`src/rtl/mvau_weight_loader.sv`:
```
// Scatters a stream of SIMD*TW-bit weight words over the PE weight memories (word k -> PE k mod PE, addr k div PE).
// Optional WLOAD_CHKSUM_EN adds load_chksum, the XOR of every word accepted during the current load.
//
//  state | meaning
//  IDLE  | waiting for load_start, stream not accepted
//  LOAD  | accepting words, one write per accepted beat
//  DONE  | one cycle: final write visible, load_done pulses
module mvau_weight_loader #(
    parameter int PE           = 2,
    parameter int SIMD         = 2,
    parameter int TW           = 4,
    parameter int WMEM_DEPTH   = 4,
    parameter int WMEM_ADDR_BW = 2
) (
    input  logic                    clk,
    input  logic                    rst_n,
    input  logic                    load_start,
    input  logic [SIMD*TW-1:0]      in_wgt,
    input  logic                    in_wgt_v,
    output logic                    in_wgt_rdy,
    output logic [PE-1:0]           wmem_we,
    output logic [WMEM_ADDR_BW-1:0] wmem_waddr,
    output logic [SIMD*TW-1:0]      wmem_wdata,
    output logic                    load_busy,
`ifdef WLOAD_CHKSUM_EN
    output logic [SIMD*TW-1:0]      load_chksum,
`endif
    output logic                    load_done
);

    localparam int PE_BW = (PE > 1) ? $clog2(PE) : 1;

    typedef enum logic [1:0] {
        IDLE = 2'd0,
        LOAD = 2'd1,
        DONE = 2'd2
    } state_t;

    state_t                  state, state_nxt;
    logic [PE_BW-1:0]        pe_cnt;
    logic [WMEM_ADDR_BW-1:0] addr_cnt;
    logic [PE-1:0]           we_onehot;
    logic                    accept;
    logic                    last_pe;
    logic                    last_addr;
    logic                    last_beat;

    assign accept    = in_wgt_v & in_wgt_rdy;
    assign last_pe   = (pe_cnt == PE_BW'(PE - 1));
    assign last_addr = (addr_cnt == WMEM_ADDR_BW'(WMEM_DEPTH - 1));
    assign last_beat = accept & last_pe & last_addr;

    always_ff @(posedge clk or negedge rst_n) begin
        if (!rst_n) begin
            state <= IDLE;
        end else begin
            state <= state_nxt;
        end
    end

    always_comb begin
        state_nxt  = state;
        in_wgt_rdy = 1'b0;
        load_busy  = 1'b0;
        load_done  = 1'b0;
        case (state)
            IDLE: begin
                if (load_start) begin
                    state_nxt = LOAD;
                end
            end
            LOAD: begin
                in_wgt_rdy = 1'b1;
                load_busy  = 1'b1;
                if (last_beat) begin
                    state_nxt = DONE;
                end
            end
            DONE: begin
                load_done = 1'b1;
                state_nxt = IDLE;
            end
            default: begin
                state_nxt = IDLE;
            end
        endcase
    end

    // With PE=1 the compare against PE-1 always matches, so pe_cnt stays 0 and addr_cnt steps every beat.
    always_ff @(posedge clk or negedge rst_n) begin
        if (!rst_n) begin
            pe_cnt   <= '0;
            addr_cnt <= '0;
        end else if (accept) begin
            if (last_pe) begin
                pe_cnt   <= '0;
                addr_cnt <= last_addr ? '0 : addr_cnt + 1'b1;
            end else begin
                pe_cnt <= pe_cnt + 1'b1;
            end
        end
    end

    always_comb begin
        we_onehot = '0;
        for (int p = 0; p < PE; p++) begin
            we_onehot[p] = (pe_cnt == PE_BW'(p));
        end
    end

    always_ff @(posedge clk or negedge rst_n) begin
        if (!rst_n) begin
            wmem_we    <= '0;
            wmem_waddr <= '0;
            wmem_wdata <= '0;
        end else begin
            wmem_we <= accept ? we_onehot : '0;
            if (accept) begin
                wmem_waddr <= addr_cnt;
                wmem_wdata <= in_wgt;
            end
        end
    end

`ifdef WLOAD_CHKSUM_EN
    always_ff @(posedge clk or negedge rst_n) begin
        if (!rst_n) begin
            load_chksum <= '0;
        end else if (state == IDLE && load_start) begin
            load_chksum <= '0;
        end else if (accept) begin
            load_chksum <= load_chksum ^ in_wgt;
        end
    end
`endif

endmodule

```
`config.mk`:
```
export PLATFORM = sky130hd
export DESIGN_NAME = mvau_weight_loader
export DESIGN_NICKNAME = d
export VERILOG_FILES = /design/src/rtl/mvau_weight_loader.sv
export SDC_FILE = /design/constraint.sdc
export NUM_CORES = 1
export LEC_CHECK = 0
export ABC_AREA = 0
export ABC_CLOCK_PERIOD_IN_PS = 1420
export BUFFER_PORTS_ARGS = -buffer_cell sky130_fd_sc_hd__buf_2
export CORE_MARGIN = 2
export CORE_UTILIZATION = 46
export CTS_CLUSTER_DIAMETER = 80
export CTS_CLUSTER_SIZE = 10
export DETAILED_ROUTE_END_ITERATION = 10
export GPL_ROUTABILITY_DRIVEN = 0
export PLACE_DENSITY = 0.86
export SYNTH_ARGS = -nofsm -noshare
export SYNTH_HDL_FRONTEND = slang
export SYNTH_SLANG_ARGS = --single-unit
```
`constraint.sdc`:
```
create_clock -name clk -period 1.42 [get_ports clk]
set_input_delay 0.213 -clock clk [delete_from_list [all_inputs] [get_ports clk]]
set_output_delay 0.213 -clock clk [all_outputs]
set_load 0.02 [all_outputs]
```
==> results.txt, run 1 <==
----------------------------------------------------
[Die]
  DIE HEIGHT ... about 43 um
  Initial core utilization ... between 40% and 50%
  DIE AREA ... about 1900 um2
  Num rows ... 14
  Core ar. ... ~1500 um2
  Number of placed I/O pins ... 27
  Die Span X ... ~43 um

[Worst setup path]
  Kind of launch point of the worst setup path ... register
  Setup Crit Path Kind ... reg2out
  Endpoint type of the worst setup path ... output port
  WP data required ... 1.21 ns
  Largest driver fanout on the critical path ... 6
  Critical path arrival ... 1.12 ns

[Pwr]
  Power Density ... about 2200 nW/um2
  Comb pwr share ... roughly 45%
  Design internal power ... roughly 1200 uW
  Switching portion of total power ... 37.3%
  Clock power share ... between 10% and 20%
  Net switching power ... roughly 740 uW
  Power Total ... roughly 2000 uW
  Largest vdd supply drop ... 1.06 mV
  Register share of total power ... 42.6%
  LEAKAGE ... about 0.00046 uW

[Timing]
  Final sum of negative setup slack ... 0 ns
  Hold Worst Slack ... roughly 0.16 ns
  Relative slew margins ... 75.8%
  Final Max Tran Viols ... 0
  Final worst-path cycle share ... between 90% and 100%
  Highest clock rate ... around 750 MHz
  Setup repair after global routing missed its margin ... false
  Final period demand of the worst path ... approximately 1.3 ns
  Final setup violating endpoints ... 0
  Final setup skew ... 0.00677 ns
  Transition time at the pin with the least slew margin ... 0.362 ns
  Final hold violation count ... 0

[Clock tree]
  H-tree depth reported by CTS ... 1
  Clock network latency to the later pin of the worst-skew pair ... 0.28 ns
  TritonCTS clock tree ... built
  Post CTS Setup Buffer Count ... 0
  Clock tree root buffer cell ... sky130_fd_sc_hd__clkbuf_4
  Max clock buf depth ... 2
  TritonCTS sink count ... 17
  Clock-pin slew reported for the worst setup and hold paths after clock tree synthesis ... approximately 0.09 ns
  Number of clock buffers inserted by TritonCTS ... 3

[Detailed routing]
  Total iterations of the first detailed-routing run ... 2
  Final Routed Wirelength ... about 1200 um
  Routed via count ... between 400 and 500
  Post-DR wirelength/cell ... 13.2 um
  Average via count per standard cell ... just over 5
  Final antenna-violating net count ... 0
  Post-route DRC violation count ... 0
  Number of design-rule violations left by the first detailed-router iteration ... 4

[Yosys]
  Sequential element share of the synthesized area ... 60.0%
  Syn Std Cell Area ... a little over 700 um2
  Cell accounting for the most synthesized area ... sky130_fd_sc_hd__dfrtp_1
  Proportion of netlist area held by the largest area contributor ... between 50 and 60%
  Syn Nets ... between 50 and 60
  Warnings from Yosys ... 0
  Main area contributors after synthesis ... sky130_fd_sc_hd__dfrtp_1 60%, sky130_fd_sc_hd__mux2_4 17%, sky130_fd_sc_hd__mux2_2 6.3%
  Unique masters post-synth ... 16
  Post-Synthesis Mean Instance Area ... around 16 um2
  Instance count of the mapped netlist ... 43
  Flops & latches, synth ... 17

[Placed design]
  Dpl cells ... between 80 and 90
  Post-place instance area ... ~840 um2
  IO buf count ... 26

[Layout]
  Area growth from synthesis to layout ... 24.2%
  Post-route design area ... around 900 um2
  Net count, final ... between 80 and 90
  Number of inserted filler cells in the final layout ... 126
  Number of standard cells in the final layout excluding fillers ... 88
  Fraction of final layout cells sized beyond drive strength 1 ... 61.1%
  Number of antenna repair diodes ... 0

[Status]
  Run status ... completed

[Global routing]
  Final global-route overflow total ... 0
  Via count of the first global-routing pass ... between 400 and 500
  Number of antenna violations at the first check in global routing ... 0
  First-pass GRT wire length ... approximately 2000 um
  Tot GR Track Use ... ~15%
  Pin count of the biggest net entering global routing ... 18

[Run]
  Count of max-cap constraint violations ... 0

[Hold path]
  Class of the tightest hold or removal check ... in2reg

----------------------------------------------------
## worst paths after layout
| path | start | end | slack, ns | cells after the start |
|---|---|---|---|---|
| worst max-delay path | state[0]$_DFFE_PN0P_ | in_wgt_rdy | 0.09 | 2 |
| worst min-delay path | in_wgt[3] | wmem_wdata[3]$_DFFE_PN0N_ | 0.16 | 2 |
| worst max register to register | state[1]$_DFFE_PN0P_ | wmem_wdata[1]$_DFFE_PN0N_ | 0.21 | 2 |
| worst min register to register | wmem_wdata[2]$_DFFE_PN0N_ | wmem_wdata[2]$_DFFE_PN0N_ | 0.51 | 1 |
| max in group asynchronous | rst_n | state[0]$_DFFE_PN0P_ | 0.77 | 2 |
| min in group asynchronous | rst_n | wmem_we[1]$_DFF_PN0_ | 0.37 | 2 |
## registers in the layout (all words and copies together) (netlist names)
signal      flops
wmem_waddr      2
state           2
wmem_we         2
last_pe         1
addr_cnt        2
wmem_wdata      8
## power groups by stage
stage	clock [uW]	sequential, uW	combinational, uW
4_1_cts	256	841	902
5_1_grt	276	876	971
3_3_place_gp	0	838	873
2_1_floorplan	0	1010	501
3_5_place_dp	0	848	902
6_report	245	845	891
## cells by family (layout without fill, tap and decap cells)
| logic type | Yosys count | count (layout) | synth area share, % |
|---|---|---|---|
| simple gates | 7 | 7 | 8.29 |
| xor+xnor | 1 | 1 | 1.23 |
| flops | 17 | 17 | 60.0 |
| compound gates | 2 | 2 | 2.29 |
| buf+inv | 3 | 32 | 3.17 |
| mux | 12 | 12 | 23.3 |
| fa+ha+maj | 1 | 1 | 1.76 |
## critical path, cell delays in order, from the launching register on
cell and delay, ns:
sky130_fd_sc_hd__dfrtp_2 0.45, sky130_fd_sc_hd__nor2b_2 0.21, sky130_fd_sc_hd__buf_2 0.18
## metal layers
metal	wire length (um)	track usage [%]	share of wire, %	up-vias
met5	0	0	0	-
met3	89	4.68	7.6	0
met1	477	18.5	41	217
met2	598	22.7	51	19
li1	-	-	-	207
met4	0	7.27	0	0
## area by class of cell
type | instances | area [um2] | share of cell area [%]
clock buffer | 4 | 26.3 | 2.98
inverter | 1 | 3.75 | 0.426
multi-input combinational | 23 | 264 | 30.0
sequential | 17 | 427 | 48.4
tap | 16 | 20.0 | 2.27
timing repair buffer | 27 | 140 | 15.9
## synthesized netlist by cell type
library cell,n
sky130_fd_sc_hd__buf_6,1
sky130_fd_sc_hd__nor2b_1,1
sky130_fd_sc_hd__nand3b_4,1
sky130_fd_sc_hd__xnor2_1,1
sky130_fd_sc_hd__dfrtp_1,17
sky130_fd_sc_hd__ha_1,1
sky130_fd_sc_hd__and4_1,1
sky130_fd_sc_hd__mux2_2,4
sky130_fd_sc_hd__inv_1,1
sky130_fd_sc_hd__o21bai_1,1
sky130_fd_sc_hd__nor2_1,2
sky130_fd_sc_hd__a41oi_1,1
sky130_fd_sc_hd__and2b_1,1
sky130_fd_sc_hd__mux2_4,8
sky130_fd_sc_hd__buf_4,1
sky130_fd_sc_hd__nand4b_1,1
## through the flow
step | utilization, % | setup WS, ns
after floorplan | - | 0.144
after CTS | 59.6 | 0.00465
after detailed placement | 57.1 | 0.241
after global placement | 57.1 | 0.278
final | 59.9 | 0.0907
after global routing | 59.9 | 0.00109
## layout by cell type, fill, tap and decap left out
cell type and count:
sky130_fd_sc_hd__mux2_4 8, sky130_fd_sc_hd__buf_2 26, sky130_fd_sc_hd__nand4b_1 1, sky130_fd_sc_hd__and4_1 1, sky130_fd_sc_hd__ha_1 1, sky130_fd_sc_hd__dlygate4sd3_1 1
sky130_fd_sc_hd__clkbuf_4 3, sky130_fd_sc_hd__dfrtp_1 16, sky130_fd_sc_hd__nor2_1 2, sky130_fd_sc_hd__and2b_1 1, sky130_fd_sc_hd__o21bai_1 1, sky130_fd_sc_hd__clkbuf_1 1
sky130_fd_sc_hd__nor2b_2 1, sky130_fd_sc_hd__inv_1 1, sky130_fd_sc_hd__nand3b_4 1, sky130_fd_sc_hd__xnor2_1 1, sky130_fd_sc_hd__a41oi_1 1, sky130_fd_sc_hd__mux2_2 4
sky130_fd_sc_hd__dfrtp_2 1
## repair_timing
item                       in CTS  in global routing
hold endpoints to repair       17                  0
gates resized for setup         0                  2
setup endpoints to repair       0                  2
hold buffers                    1                  0
Power figures use the tool's default switching activity.
==> inputs of run 2 (changes only) <==
- ABC_CLOCK_PERIOD_IN_PS: 1420 -> 1500
- clock period: 1.42 -> 1.5 ns (I/O delays scaled with it)
==> run 2 against run 1 <==
- total power is 5.8% lower
- sequential cell count stayed put
- combinational power is 5.8% lower
- sequential power is 5.7% lower
- sequential share of layout area is 0.14 points higher
- highest routed layer unchanged
- cell count stayed put
- via count is 0.90% lower
- hold slack better by 0.011 ns
- first-iteration DRC count is 25% lower
- utilization is 0.17 points lower
==> results.txt, run 2 (synthesis gave the netlist of run 1 again) <==
----------------------------------------------------
[Detailed routing]
  Final antenna-violating net count ... 0
  Number of design-rule violations left by the first detailed-router iteration ... 3
  Final Routed Wirelength ... 1130 um
  Routed via count ... about 440
  Post-route DRC violation count ... 0
  Total iterations of the first detailed-routing run ... 2
  Post-DR wirelength/cell ... 12.9 um
  Average via count per standard cell ... about 5

[Timing]
  Final sum of negative setup slack ... 0 ns
  Final setup skew ... roughly 0.0078 ns
  Final period demand of the worst path ... about 1.4 ns
  Final hold violation count ... 0
  Final setup violating endpoints ... 0
  Final Max Tran Viols ... 0
  Final worst-path cycle share ... 90.9%
  Relative slew margins ... between 70% and 80%
  Transition time at the pin with the least slew margin ... between 0.3 and 0.4 ns
  Hold Worst Slack ... ~0.17 ns
  Highest clock rate ... around 730 MHz
  Setup repair after global routing missed its margin ... false

[Clock tree]
  TritonCTS clock tree ... built
  Clock-pin slew reported for the worst setup and hold paths after clock tree synthesis ... ~0.1 ns
  Number of clock buffers inserted by TritonCTS ... 3
  Clock network latency to the later pin of the worst-skew pair ... between 0.2 and 0.3 ns
  Clock tree root buffer cell ... sky130_fd_sc_hd__clkbuf_4
  H-tree depth reported by CTS ... 1
  Max clock buf depth ... 2
  TritonCTS sink count ... 17

[Global routing]
  Number of antenna violations at the first check in global routing ... 0
  Final global-route overflow total ... 0
  First-pass GRT wire length ... between 1500 and 2000 um
  Pin count of the biggest net entering global routing ... 18
  Tot GR Track Use ... ~15%
  Via count of the first global-routing pass ... 430

[Layout]
  Utilization of the core after routing ... about 60%
  Fraction of final layout cells sized beyond drive strength 1 ... between 50% and 60%
  Area occupied by registers ... between 400 and 500 um2
  Number of flip-flops in the largest register ... 8
  Area growth from synthesis to layout ... 23.8%
  Number of inserted filler cells in the final layout ... roughly 120
  Net count, final ... 86
  Post-route design area ... ~880 um2
  Most frequent standard cell in the layout excluding fill and tap cells ... sky130_fd_sc_hd__buf_2
  Most frequent cells in the layout ... 26 x sky130_fd_sc_hd__buf_2, 16 x sky130_fd_sc_hd__dfrtp_1, 8 x sky130_fd_sc_hd__mux2_4
  Area of the multi-input gates ... approximately 260 um2
  Largest reg by FF count ... wmem_wdata
  Number of antenna repair diodes ... 0

[Die]
  Die Span X ... 43.3 um
  Core ar. ... 1470 um2
  Number of placed I/O pins ... 27
  DIE AREA ... between 1500 and 2000 um2
  Initial core utilization ... 48.2%
  DIE HEIGHT ... 43.3 um
  Num rows ... 14

[Worst setup path]
  Critical path arrival ... between 1 and 1.5 ns
  WP data required ... roughly 1.3 ns
  Peak per-stage delay on the critical path ... 0.44 ns
  Endpoint type of the worst setup path ... output port
  Cell family contributing the most delay on the critical path ... flip-flops
  Crit path cell chain ... nor2b_1 -> buf_2
  Setup Crit Path Kind ... reg2out
  Largest driver fanout on the critical path ... 6
  Kind of launch point of the worst setup path ... register
  Critical path's slowest cell ... sky130_fd_sc_hd__dfrtp_2
  Number of buffer and inverter instances along the worst setup path ... 1

[Placed design]
  Post-place instance area ... 841 um2
  IO buf count ... 26

[Status]
  Run status ... completed

[Pwr]
  Largest vdd supply drop ... between 0.9 and 1 mV
  Power Density ... 2130 nW/um2
  Power Total ... 1870 uW
  LEAKAGE ... ~0.00046 uW

[Hold path]
  Class of the tightest hold or removal check ... in2reg

[Run]
  Count of max-cap constraint violations ... 0

----------------------------------------------------
-- run 2: cell count changes in the layout (fill, tap and decap cells not counted) --
| cell | change |
|---|---|
| sky130_fd_sc_hd__nor2b_1 | +1 |
| sky130_fd_sc_hd__nor2b_2 | -1 |
-- run 2: per-stage QoR --
stage,worst slack (ns),std cells
3_5_place_dp,0.321,83
3_3_place_gp,0.358,83
5_1_grt,0.0356,88
6_report,0.137,88
2_1_floorplan,0.212,43
4_1_cts,0.0726,88
-- run 2: timing repair --
action,4_1_cts,5_1_grt
hold endpoints to repair,17,0
setup endpoints to repair,0,2
resized for setup,0,1
buffers inserted,0,0
hold buffers,1,0
-- run 2: cell type report --
cell class,instances,area share [%]
multi-input combinational,23,29.8
inverter,1,0.427
timing repair buffer,27,16.0
tap,16,2.28
clock buffer,4,2.99
sequential,17,48.6
-- run 2: report_power, final --
part	internal, uW	switching [uW]	leakage (uW)	total [uW]
Sequential	657	140	0.000201	797
Clock	103	129	0.0000150	232
Combinational	413	425	0.000243	839
Total	1170	695	0.000459	1870
-- run 2: metal layers --
layer	vias up	GRT usage, %	part of all wire, %
met5	-	0	0
met4	0	7.27	0
met3	0	4.68	8.1
met2	19	22.7	49
met1	213	18.5	42
li1	207	-	-
-- run 2: worst paths after layout --
path | depth (start not counted) | from | to | slack, ns
setup / recovery | 2 | state[0]$_DFFE_PN0P_ | in_wgt_rdy | 0.14
hold / removal | 2 | in_wgt[3] | wmem_wdata[3]$_DFFE_PN0N_ | 0.17
setup reg to reg | 2 | state[1]$_DFFE_PN0P_ | wmem_wdata[1]$_DFFE_PN0N_ | 0.31
hold reg to reg | 1 | wmem_wdata[2]$_DFFE_PN0N_ | wmem_wdata[2]$_DFFE_PN0N_ | 0.51
max in group asynchronous | 2 | rst_n | state[0]$_DFFE_PN0P_ | 0.84
min in group asynchronous | 2 | rst_n | wmem_we[1]$_DFF_PN0_ | 0.38
-- run 2: worst register-to-register path: cells and delay by family (launching register included) --
kind             cells  cell delay [ns]
multiplexers         1             0.36
flip-flops           1             0.42
AND/OR/NAND/NOR      1             0.30
